File: src/rtl/sram_port_arbiter.sv
// Two-port arbiter sharing one SRAM controller between a cache-refill port and a
// read-only VGA fetch port, with round-robin on contention and a BUSY watchdog.
//
// state  | meaning
// IDLE   | no grant; arbitrate on the request levels sampled at this edge
// BUSY_C | cache owns the SRAM controller, s_req high, waiting for s_done
// BUSY_V | VGA owns the SRAM controller, s_req high, waiting for s_done
// RESP   | one-cycle rdy pulse to the owner (plus err_timeout on abort)
module sram_port_arbiter #(
  parameter int TIMEOUT = 255
) (
  input  logic        clk,
  input  logic        rst,
  input  logic        c_req,
  input  logic        c_we,
  input  logic [31:0] c_addr,
  input  logic [31:0] c_wdata,
  output logic [31:0] c_rdata,
  output logic        c_rdy,
  input  logic        v_req,
  input  logic [31:0] v_addr,
  output logic [31:0] v_rdata,
  output logic        v_rdy,
  output logic        s_req,
  output logic        s_we,
  output logic [31:0] s_addr,
  output logic [31:0] s_wdata,
  input  logic [31:0] s_rdata,
  input  logic        s_done,
  output logic        err_timeout
);

  typedef enum logic [1:0] {
    IDLE   = 2'd0,
    BUSY_C = 2'd1,
    BUSY_V = 2'd2,
    RESP   = 2'd3
  } state_e;

  localparam logic [7:0] CNT_LAST = 8'(TIMEOUT - 1);
  localparam logic [31:0] ABORT_DATA = 32'hFFFF_FFFF;

  state_e      state_q;
  logic        last_grant_v_q;
  logic [7:0]  cnt_q;
  logic        s_req_q;
  logic        s_we_q;
  logic [31:0] s_addr_q;
  logic [31:0] s_wdata_q;
  logic [31:0] c_rdata_q;
  logic [31:0] v_rdata_q;
  logic        c_rdy_q;
  logic        v_rdy_q;
  logic        err_q;

  logic        pick_c;
  logic        pick_v;
  logic        busy_c;

  // On contention the VGA port wins only if the cache was granted last.
  always_comb begin
    pick_v = v_req && (!c_req || !last_grant_v_q);
    pick_c = c_req && !pick_v;
  end

  assign busy_c = (state_q == BUSY_C);

  always_ff @(posedge clk or posedge rst) begin
    if (rst) begin
      state_q        <= IDLE;
      last_grant_v_q <= 1'b1;
      cnt_q          <= 8'd0;
      s_req_q        <= 1'b0;
      s_we_q         <= 1'b0;
      s_addr_q       <= 32'd0;
      s_wdata_q      <= 32'd0;
      c_rdata_q      <= 32'd0;
      v_rdata_q      <= 32'd0;
      c_rdy_q        <= 1'b0;
      v_rdy_q        <= 1'b0;
      err_q          <= 1'b0;
    end else begin
      c_rdy_q <= 1'b0;
      v_rdy_q <= 1'b0;
      err_q   <= 1'b0;
      case (state_q)
        IDLE: begin
          if (pick_c) begin
            state_q        <= BUSY_C;
            last_grant_v_q <= 1'b0;
            cnt_q          <= 8'd0;
            s_req_q        <= 1'b1;
            s_we_q         <= c_we;
            s_addr_q       <= c_addr;
            s_wdata_q      <= c_wdata;
          end else if (pick_v) begin
            state_q        <= BUSY_V;
            last_grant_v_q <= 1'b1;
            cnt_q          <= 8'd0;
            s_req_q        <= 1'b1;
            s_we_q         <= 1'b0;
            s_addr_q       <= v_addr;
            s_wdata_q      <= 32'd0;
          end
        end
        BUSY_C, BUSY_V: begin
          // s_done outranks the watchdog when both land on the same cycle.
          if (s_done) begin
            state_q <= RESP;
            s_req_q <= 1'b0;
            if (busy_c) begin
              c_rdy_q <= 1'b1;
              if (!s_we_q) c_rdata_q <= s_rdata;
            end else begin
              v_rdy_q   <= 1'b1;
              v_rdata_q <= s_rdata;
            end
          end else if (cnt_q == CNT_LAST) begin
            state_q <= RESP;
            s_req_q <= 1'b0;
            err_q   <= 1'b1;
            if (busy_c) begin
              c_rdy_q <= 1'b1;
              if (!s_we_q) c_rdata_q <= ABORT_DATA;
            end else begin
              v_rdy_q   <= 1'b1;
              v_rdata_q <= ABORT_DATA;
            end
          end else begin
            cnt_q <= cnt_q + 8'd1;
          end
        end
        RESP: begin
          state_q <= IDLE;
        end
        default: begin
          state_q <= IDLE;
          s_req_q <= 1'b0;
        end
      endcase
    end
  end

  assign s_req       = s_req_q;
  assign s_we        = s_we_q;
  assign s_addr      = s_addr_q;
  assign s_wdata     = s_wdata_q;
  assign c_rdata     = c_rdata_q;
  assign v_rdata     = v_rdata_q;
  assign c_rdy       = c_rdy_q;
  assign v_rdy       = v_rdy_q;
  assign err_timeout = err_q;

endmodule

File: config.mk
export PLATFORM = sky130hd
export DESIGN_NAME = sram_port_arbiter
export DESIGN_NICKNAME = d
export VERILOG_FILES = /design/src/rtl/sram_port_arbiter.sv
export SDC_FILE = /design/constraint.sdc
export NUM_CORES = 1
export LEC_CHECK = 0
export CAP_MARGIN = 5
export CORE_MARGIN = 2
export CORE_UTILIZATION = 34
export DETAILED_ROUTE_END_ITERATION = 16
export PLACE_DENSITY = 0.67
export SYNTH_ARGS = -nofsm -noshare
export SYNTH_HDL_FRONTEND = slang
export SYNTH_SLANG_ARGS = --single-unit
File: constraint.sdc
create_clock -name clk -period 14.75 [get_ports clk]
set_input_delay 2.95 -clock clk [delete_from_list [all_inputs] [get_ports clk]]
set_output_delay 2.95 -clock clk [all_outputs]
set_load 0.02 [all_outputs]
==> results.tsv <==
metric	value	unit
Max stage delay cell, worst path	buf_4	
CP peak stage delay	0.71	ns
switching fraction of total power	0.359	
Synth Warn #	0	
Req. time, crit path	15.07	ns
largest family of logic cells by synthesized area	compound AO/OA/AOI/OAI gates	
clock tree buffer depth	2	
Die ar.	18600	um^2
I/O pins	267	
crit path cell chain	clkdlybuf4s50_1 > o21ai_4 > buf_4 > o2bb2ai_1 > o211ai_1	
routed vias	4764	
fin crit share	0.321	
area grow syn2layout	58.6	%
Crit Path Category	in2reg	
post-synth top area share	0.599	
Post-synth top cells	143 x dfrtp_1, 40 x nand2_1, 38 x o21ai_0, 35 x nand2b_1, 33 x a22o_1	
Sw Pwr	0.758	mW
die height	137	um
Static Leak	3.97	nW
Port Buffers	266	
# rows	48	
CTS resizes	0	
setup violators final	0	
Synth Area per Inst	12.5	um^2
worst slack, placed	9.56	ns
final setup margin	10.02	ns
critical path arrival	5.05	ns
combinational share of power	0.462	
post-synthesis mux area share	0.114	
worst skew pair latency	0.41	ns
min-delay worst type	reg2reg	
Synth Area in Adders	0.00838	
register area share after synthesis	0.603	
detailed-route DRC error count	0	
post-synthesis cell type count	38	
Final nets	875	
Peak VDD IR	0.0000996	V
Max-Cap Viols	0	
Routed Antenna Nets	0	
total routed wirelength	17100	um
Flop pwr share	0.323	
CTS Buf Count	17	
gp weighted congestion	0.779	
postcts setup bufs	0	
Tmin final	4.73	ns
CTS tree	built	
Worst Max-Slew Pin Slew	1.12	ns
relative slew slack	0.249	
max frequency	0.211	GHz
Total Routing Usage GR	0.185	
final antenna diode count	0	
placeable core region	17200	um^2
H-Tree Depth	4	
Initial Util	0.347	
clk root buf	clkbuf_16	
Post-Synth XOR/XNOR Area	0	
flop and latch count out of synthesis	144	
clock skew	0.00591	ns
GRT overflow	0	
Post-Synth Simple-Gate Area	0.0894	
vias in the first global route	4853	
Reg clk slew, reported paths	0.06	ns
Crit Path Max Fanout	100	
top post-synthesis cells by area	dfrtp_1 60%, mux2_2 6.0%, mux2i_1 5.4%	
DRT iter0 DRCs	148	
Main synth FF type	dfrtp_1	
max-slew violation count	0	
Via density	4.89	
drt wl/cell	17.5	um
area occupied by multi-input gates	2220	um^2
die width	137	um
fill cell count	1403	
Final Total Pwr	2.11	mW
post-DP HPWL	12300	um
CP Capture Type	flop	
clock share of power	0.216	
sequential cell area	3600	um^2
antenna violations before repair	0	
# clock sinks	144	
cell with the most instances after synthesis	dfrtp_1	
setup TNS	0	ns
dominant cell type by area after synthesis	dfrtp_1	
share of layout cells above drive strength 1	0.104	
Compound-Gate Fraction of Synth Area	0.154	
Post-synth ARST share	1.00	
final hold violation count	0	
Post-Syn Area	5970	um^2
internal power	1.35	mW
crit path launch type	primary input	
DRT Pass-1 Iters	4	
pin count of the biggest net entering global routing	101	
cell count after synthesis	478	
PD cells	223	nW/um^2
Post-synth EDFFs	0	
syn_nets	616	
unrepaired setup endpoints after global routing	no	
cts-stage hold buffer count	0	
global-route wire length before repair	26200	um
status	complete, no violations	
==> critical path: cells and delay by family <==
family	cells	cell delay (ns)
buffers and inverters	2	1.28
AO/OA/AOI/OAI	3	0.82
==> registers in the layout (all words and copies together), names as in the netlist <==
register,count
c_rdata,32
c_rdy,1
cnt_q,8
err_timeout,1
last_grant_v_q,1
s_addr,32
s_req,1
s_wdata,32
s_we,1
state_q,2
v_rdata,32
v_rdy,1
==> power groups by stage <==
stage | Combinational [mW] | Sequential (mW) | Clock, mW
after floorplan | 0.340 | 0.869 | 0
after global placement | 0.965 | 0.682 | 0
after detailed placement | 0.986 | 0.684 | 0
after CTS | 0.986 | 0.683 | 0.466
after global routing | 1.04 | 0.704 | 0.488
final | 0.974 | 0.681 | 0.455
==> stage by stage <==
stage                     hold slack [ns]  utilization  cells  instance area [um^2]
after floorplan                     0.496            -    478                  5970
after global placement              0.463        0.513    943                  8840
after detailed placement            0.469        0.513    943                  8840
after CTS                           0.484        0.549    975                  9470
after global routing                0.501        0.550    975                  9470
final                               0.475        0.550    975                  9470
==> cell families after synthesis <==
logic type / count (synthesis)
buffers and inverters: 39
DFF: 144
AOI/OAI and AO/OA: 125
adders and majority gates: 4
and+or+nand+nor: 102
muxes: 64
==> area by class of cell <==
| class | count | share of cell area |
|---|---|---|
| timing repair buffer | 272 | 0.286 |
| clock inverter | 12 | 0.0193 |
| sequential | 144 | 0.380 |
| multi-input combinational | 295 | 0.234 |
| clock buffer | 20 | 0.0471 |
| inverter | 7 | 0.00330 |
| tap | 225 | 0.0297 |
==> metal layers <==
metal	routed length, um	global-route usage	up-vias
met4	244	0.0608	0
met3	1730	0.0752	19
li1	-	-	2249
met5	0	0	-
met2	7870	0.297	215
met1	7230	0.226	2281
==> cells in the final DEF (no fill, tap or decap), types with 10 or more instances in the layout <==
master	count
a22o_1	33
clkbuf_16	17
clkdlybuf4s50_1	266
dfrtp_1	143
mux2_2	32
mux2i_1	32
nand2_1	40
nand2b_1	35
nor2_1	10
o21ai_0	37
o22a_1	32
==> final timing paths <==
path                            startpoint     endpoint  slack (ns)  cells after the start
max in group asynchronous              rst   s_addr[24]       10.35                      3
min in group asynchronous              rst  v_rdata[28]        3.02                      2
worst max-delay path                 c_req     cnt_q[3]       10.02                      5
worst min register to register   s_addr[0]    s_addr[0]        0.48                      2
worst max register to register  state_q[1]   c_rdata[5]       12.12                      6
worst min-delay path             s_addr[0]    s_addr[0]        0.48                      2
No activity file was read; power rests on OpenSTA's default activity.
